==> src/rtl/system_sequencer.sv <==
// system_sequencer: job-level control FSM stepping the datapath through LOAD, COMPUTE and DRAIN.
// Moore outputs registered from the next state. A start sampled at edge N gives LOAD from N+1.
// Stalled LOAD/DRAIN handshakes are watched; TIMEOUT quiet cycles force ERROR until abort/reset.
module system_sequencer #(
  parameter int LOAD_BEATS     = 16,
  parameter int COMPUTE_CYCLES = 32,
  parameter int OUT_BEATS      = 16,
  parameter int TIMEOUT        = 255
) (
  input  logic       clk,
  input  logic       reset,
  input  logic       start,
  input  logic       abort,
  input  logic       in_valid,
  output logic       in_ready,
  output logic       compute_en,
  output logic       out_valid,
  input  logic       out_ready,
  output logic       busy,
  output logic       done,
  output logic       error,
  output logic [2:0] state
);

  function automatic int max2(input int a, input int b);
    return (a > b) ? a : b;
  endfunction

  localparam int MAXV = max2(max2(LOAD_BEATS, COMPUTE_CYCLES), max2(OUT_BEATS, TIMEOUT));
  localparam int CW   = $clog2(MAXV) + 1;

  typedef enum logic [2:0] {
    S_IDLE    = 3'b000,
    S_LOAD    = 3'b001,
    S_COMPUTE = 3'b010,
    S_DRAIN   = 3'b011,
    S_DONE    = 3'b100,
    S_ERROR   = 3'b101
  } state_e;

  // Kept as a raw vector so the illegal codes 110/111 remain representable and recoverable.
  logic [2:0]    state_q, state_d;
  logic [CW-1:0] beat_cnt_q, beat_cnt_d;
  logic [CW-1:0] cyc_cnt_q, cyc_cnt_d;
  logic [CW-1:0] stall_cnt_q, stall_cnt_d;
  logic          in_ready_q, compute_en_q, out_valid_q, busy_q, done_q, error_q;

  // Next-state and counter update; abort outranks everything except reset.
  always_comb begin
    state_d     = state_q;
    beat_cnt_d  = beat_cnt_q;
    cyc_cnt_d   = cyc_cnt_q;
    stall_cnt_d = stall_cnt_q;
    if (abort) begin
      state_d     = S_IDLE;
      beat_cnt_d  = '0;
      cyc_cnt_d   = '0;
      stall_cnt_d = '0;
    end else begin
      case (state_q)
        S_IDLE: begin
          beat_cnt_d  = '0;
          cyc_cnt_d   = '0;
          stall_cnt_d = '0;
          if (start) state_d = S_LOAD;
        end
        // in_ready is high throughout LOAD, so in_valid alone marks a beat.
        S_LOAD: begin
          if (in_valid) begin
            stall_cnt_d = '0;
            if (beat_cnt_q == CW'(LOAD_BEATS - 1)) begin
              state_d    = S_COMPUTE;
              beat_cnt_d = '0;
            end else begin
              beat_cnt_d = beat_cnt_q + 1'b1;
            end
          end else if (stall_cnt_q == CW'(TIMEOUT - 1)) begin
            state_d     = S_ERROR;
            beat_cnt_d  = '0;
            stall_cnt_d = '0;
          end else begin
            stall_cnt_d = stall_cnt_q + 1'b1;
          end
        end
        S_COMPUTE: begin
          stall_cnt_d = '0;
          if (cyc_cnt_q == CW'(COMPUTE_CYCLES - 1)) begin
            state_d   = S_DRAIN;
            cyc_cnt_d = '0;
          end else begin
            cyc_cnt_d = cyc_cnt_q + 1'b1;
          end
        end
        // out_valid is high throughout DRAIN, so out_ready alone marks a beat.
        S_DRAIN: begin
          if (out_ready) begin
            stall_cnt_d = '0;
            if (beat_cnt_q == CW'(OUT_BEATS - 1)) begin
              state_d    = S_DONE;
              beat_cnt_d = '0;
            end else begin
              beat_cnt_d = beat_cnt_q + 1'b1;
            end
          end else if (stall_cnt_q == CW'(TIMEOUT - 1)) begin
            state_d     = S_ERROR;
            beat_cnt_d  = '0;
            stall_cnt_d = '0;
          end else begin
            stall_cnt_d = stall_cnt_q + 1'b1;
          end
        end
        S_DONE: begin
          state_d = S_IDLE;
        end
        S_ERROR: begin
          beat_cnt_d  = '0;
          cyc_cnt_d   = '0;
          stall_cnt_d = '0;
        end
        default: begin
          state_d     = S_ERROR;
          beat_cnt_d  = '0;
          cyc_cnt_d   = '0;
          stall_cnt_d = '0;
        end
      endcase
    end
  end

  // State, counters and outputs; outputs decode the next state so they line up with state_q.
  always_ff @(posedge clk) begin
    if (reset) begin
      state_q      <= S_IDLE;
      beat_cnt_q   <= '0;
      cyc_cnt_q    <= '0;
      stall_cnt_q  <= '0;
      in_ready_q   <= 1'b0;
      compute_en_q <= 1'b0;
      out_valid_q  <= 1'b0;
      busy_q       <= 1'b0;
      done_q       <= 1'b0;
      error_q      <= 1'b0;
    end else begin
      state_q      <= state_d;
      beat_cnt_q   <= beat_cnt_d;
      cyc_cnt_q    <= cyc_cnt_d;
      stall_cnt_q  <= stall_cnt_d;
      in_ready_q   <= (state_d == S_LOAD);
      compute_en_q <= (state_d == S_COMPUTE);
      out_valid_q  <= (state_d == S_DRAIN);
      busy_q       <= (state_d == S_LOAD) || (state_d == S_COMPUTE) || (state_d == S_DRAIN);
      done_q       <= (state_d == S_DONE);
      error_q      <= (state_d == S_ERROR);
    end
  end

  assign in_ready   = in_ready_q;
  assign compute_en = compute_en_q;
  assign out_valid  = out_valid_q;
  assign busy       = busy_q;
  assign done       = done_q;
  assign error      = error_q;
  assign state      = state_q;

endmodule
==> config.mk <==
export PLATFORM = sky130hd
export DESIGN_NAME = system_sequencer
export DESIGN_NICKNAME = d
export VERILOG_FILES = /design/src/rtl/system_sequencer.sv
export SDC_FILE = /design/constraint.sdc
export NUM_CORES = 1
export LEC_CHECK = 0
export CELL_PAD_IN_SITES_DETAIL_PLACEMENT = 2
export CELL_PAD_IN_SITES_GLOBAL_PLACEMENT = 2
export CORE_ASPECT_RATIO = 0.6
export CORE_UTILIZATION = 37
export DETAILED_ROUTE_END_ITERATION = 8
export PLACE_DENSITY_LB_ADDON = 0.1
export SLEW_MARGIN = 5
export SYNTH_ARGS = -nofsm -noshare
export SYNTH_HDL_FRONTEND = slang
export SYNTH_SLANG_ARGS = --single-unit
==> constraint.sdc <==
create_clock -name clk -period 3.05 [get_ports clk]
set_clock_uncertainty 0.05 [all_clocks]
set_input_delay 0.61 -clock clk [delete_from_list [all_inputs] [get_ports clk]]
set_output_delay 0.61 -clock clk [all_outputs]
set_load 0.02 [all_outputs]
==> impl_metrics.tcl <==
set metrics [dict create \
    crit_start "out_ready" \
    period_needed_ps 2410 \
    worstSetupPathType "in -> reg" \
    crit_path_max_fanout 9 \
    viasPerCell 5.71 \
    yosys-top-cells-area "dfxtp_1 (39%), nor2_1 (6.9%), a21oi_1 (4.9%)" \
    antenna_found_initial 0 \
    synth_enable_flop_cells 0 \
    gr-total-overflow 0 \
    via_count 1707 \
    fillers 509 \
    grt_pass1_wl_mm 9.14 \
    netlist.top_cell.by_area "dfxtp_1" \
    ys_ff_latch 36 \
    rsz0062_at_grt "false" \
    postRouteAntennaNets 0 \
    power_frac_clock_pct 44.4 \
    reg2reg_slack_ps 710 \
    p_sw_share_pct 22.2 \
    power.internal_w 0.000734 \
    postSynthCellCount 222 \
    clkLatencyLatePin_ps 290 \
    power_density_nw_per_um2 444 \
    drive_gt1_share_pct 8.90 \
    combPwrFrac_pct 5.1 \
    rr_startpoint "stall_cnt_q[0]$_SDFFE_PP0N_" \
    cap_violations 0 \
    placed_cells 291 \
    fp.dieW_um 93.2 \
    critical_path.max_stage_delay_ps 620 \
    drt-pass1-iter-count 4 \
    io_pins 15 \
    finalSetupTns_ps 0 \
    grt_pass1_vias 1866 \
    yosys-top-cells-count "dfxtp_1 (36), nor2_1 (34), a21oi_1 (18), o21ai_0 (13), nand2_1 (12)" \
    core_area_um2 4680 \
    critPathLaunchType "primary input" \
    cts_resized 0 \
    multi_input_area_um2 1050 \
    fin_area_um2 2120 \
    r2r_end "beat_cnt_q[5]$_SDFFE_PP0N_" \
    syn_area_per_cell_um2 8.32 \
    endpoint_kind "flop" \
    place_area_um2 2020 \
    ys_types 53 \
    post_drt_wl_per_cell_um 17.9 \
    path_cells "clkdlybuf4s50_1 > nand2_1 > nand3_1 > o22ai_1 > o21ai_0 > a21oi_1" \
    finalHoldViolCount 0 \
    power_frac_seq_pct 50.5 \
    cts.sinks 36 \
    std_cell_rows 19 \
    irDropWorstVdd_mv 0.270 \
    yosys_warnings 0 \
    diodes 0 \
    drtIter0Drc 79 \
    path_clk_slew_ps 80 \
    crit_slowest_cell "o22ai_1" \
    h-tree-depth 2 \
    worstPathBufferInverterCount 1 \
    required_ps 3210 \
    synth.most_common_cell "dfxtp_1" \
    synth_top_area_share_pct 39.0 \
    yosysSeqAreaShare_pct 39.0 \
    seqCellArea_um2 721 \
    setup_viol 0 \
    fin_nets 245 \
    synth_area_um2 1850 \
    cts_buffers 5 \
    leakagePower_nw 0.696 \
    cp.depth 6 \
    relSlewSlack_pct 49.0 \
    cts_tree "done" \
    cts_root_buf "clkbuf_8" \
    cp.arrival_ps 2570 \
    crit_path_end "beat_cnt_q[5]$_SDFFE_PP0N_" \
    synthesis.nets 232 \
    drv_slew 0 \
    cts_buffer_depth 2 \
    wl_mm 5.36 \
    grt_usage_pct 22.9 \
    status "complete, no violations" \
    drc_errors 0 \
    fin_cells 299 \
    area_growth_pct 15.0 \
    gp_congestion 0.766 \
    dieHeight_um 56.7 \
    cp_top_family "compound AO/OA/AOI/OAI gates" \
    die-area_um2 5290 \
    switching_power_w 0.000209 \
    grt_start_max_net_pins 21 \
    dp_hpwl_mm 3.95 \
    rr_worst_depth 7 \
    async_reset_ff_share_pct 0 \
    portBuffers 14 \
    start_util_pct 39.4 \
    min_path_type "reg -> reg" \
    cts_hold_buf 0 \
    post_cts_buffers 0 \
    period_share_pct 79.1 \
    synth_ff_type "dfxtp_1" \
    fmax_mhz 415 \
    tightest_slew_ps 765 \
]
## worst min path at each step
stage	from	endpoint	slack [ps]	cells past startpoint
final	cyc_cnt_q[7]$_SDFFE_PP0N_	cyc_cnt_q[7]$_SDFFE_PP0N_	460	1
after global routing	cyc_cnt_q[8]$_SDFFE_PP0N_	cyc_cnt_q[8]$_SDFFE_PP0N_	510	2
after CTS	cyc_cnt_q[7]$_SDFFE_PP0N_	cyc_cnt_q[7]$_SDFFE_PP0N_	470	1
after detailed placement	cyc_cnt_q[7]$_SDFFE_PP0N_	cyc_cnt_q[7]$_SDFFE_PP0N_	460	1
after global placement	cyc_cnt_q[8]$_SDFFE_PP0N_	cyc_cnt_q[8]$_SDFFE_PP0N_	420	2
after floorplan	cyc_cnt_q[8]$_SDFFE_PP0N_	cyc_cnt_q[8]$_SDFFE_PP0N_	410	2
## layer usage
metal  vias up  wire length (um)  share of wire (%)  GRT usage [%]
li1        830                 -                  -              -
met1       848              2700                 50           30.0
met2        22              2430                 45           37.2
met3         7               154                2.9           5.42
met4         0                74                1.4           7.03
met5         -                 0                  0              0
## cells in the final DEF, fill, tap and decap left out, drive strengths merged, types with 4 or more instances in the layout
master / instances
nor2: 36
xnor2: 6
dfxtp: 36
ha: 4
nand3: 11
clkbuf: 6
a211oi: 5
clkdlybuf4s50: 14
nor3: 9
and3: 5
a21oi: 19
o21ai: 14
nand2: 12
inv: 7
nand3b: 4
## kinds of logic (layout without fill, tap and decap cells)
group / count (synthesis) / after routing / share of synthesized area, %
compound gates: 55 / 55 / 18.8
xor+xnor: 9 / 9 / 4.27
fa+ha+maj: 4 / 4 / 2.71
buf+inv: 15 / 29 / 4.13
flops: 36 / 36 / 39.0
mux: 1 / 1 / 0.542
simple gates: 102 / 102 / 30.5
## stage by stage
stage               setup WS, ps  hold slack [ps]  power [W]  utilization (%)
finish                       639              465   0.000942             45.3
global placement             537              422   0.000532             43.0
detailed placement           376              461   0.000535             43.0
floorplan                   1160              405   0.000516                -
CTS                          644              472   0.000957             45.3
global route                 439              506   0.000979             45.3
## sequential cells by signal, summed over array words and instances, names as in the netlist
register and flops:
in_ready 1, done 1, error 1, busy 1, out_valid 1, beat_cnt_q 9, stall_cnt_q 9, state 3
cyc_cnt_q 9, compute_en 1
## power groups by stage
stage | sequential, W | combinational [W] | clock, W
CTS | 0.000475 | 0.0000489 | 0.000433
finish | 0.000475 | 0.0000482 | 0.000419
global placement | 0.000486 | 0.0000458 | 0
detailed placement | 0.000486 | 0.0000485 | 0
global route | 0.000476 | 0.0000525 | 0.000451
floorplan | 0.000487 | 0.0000291 | 0
## layout make-up
cell class                      instances  share of cell area [%]
Multi-Input combinational cell        171                    49.4
Sequential cell                        36                    33.9
Clock inverter                          2                    1.65
Timing Repair Buffer                   14                    6.60
Inverter                                7                    1.24
Tap cell                               63                    3.71
Clock buffer                            6                    3.42
No activity file was read; power rests on OpenSTA's default activity.
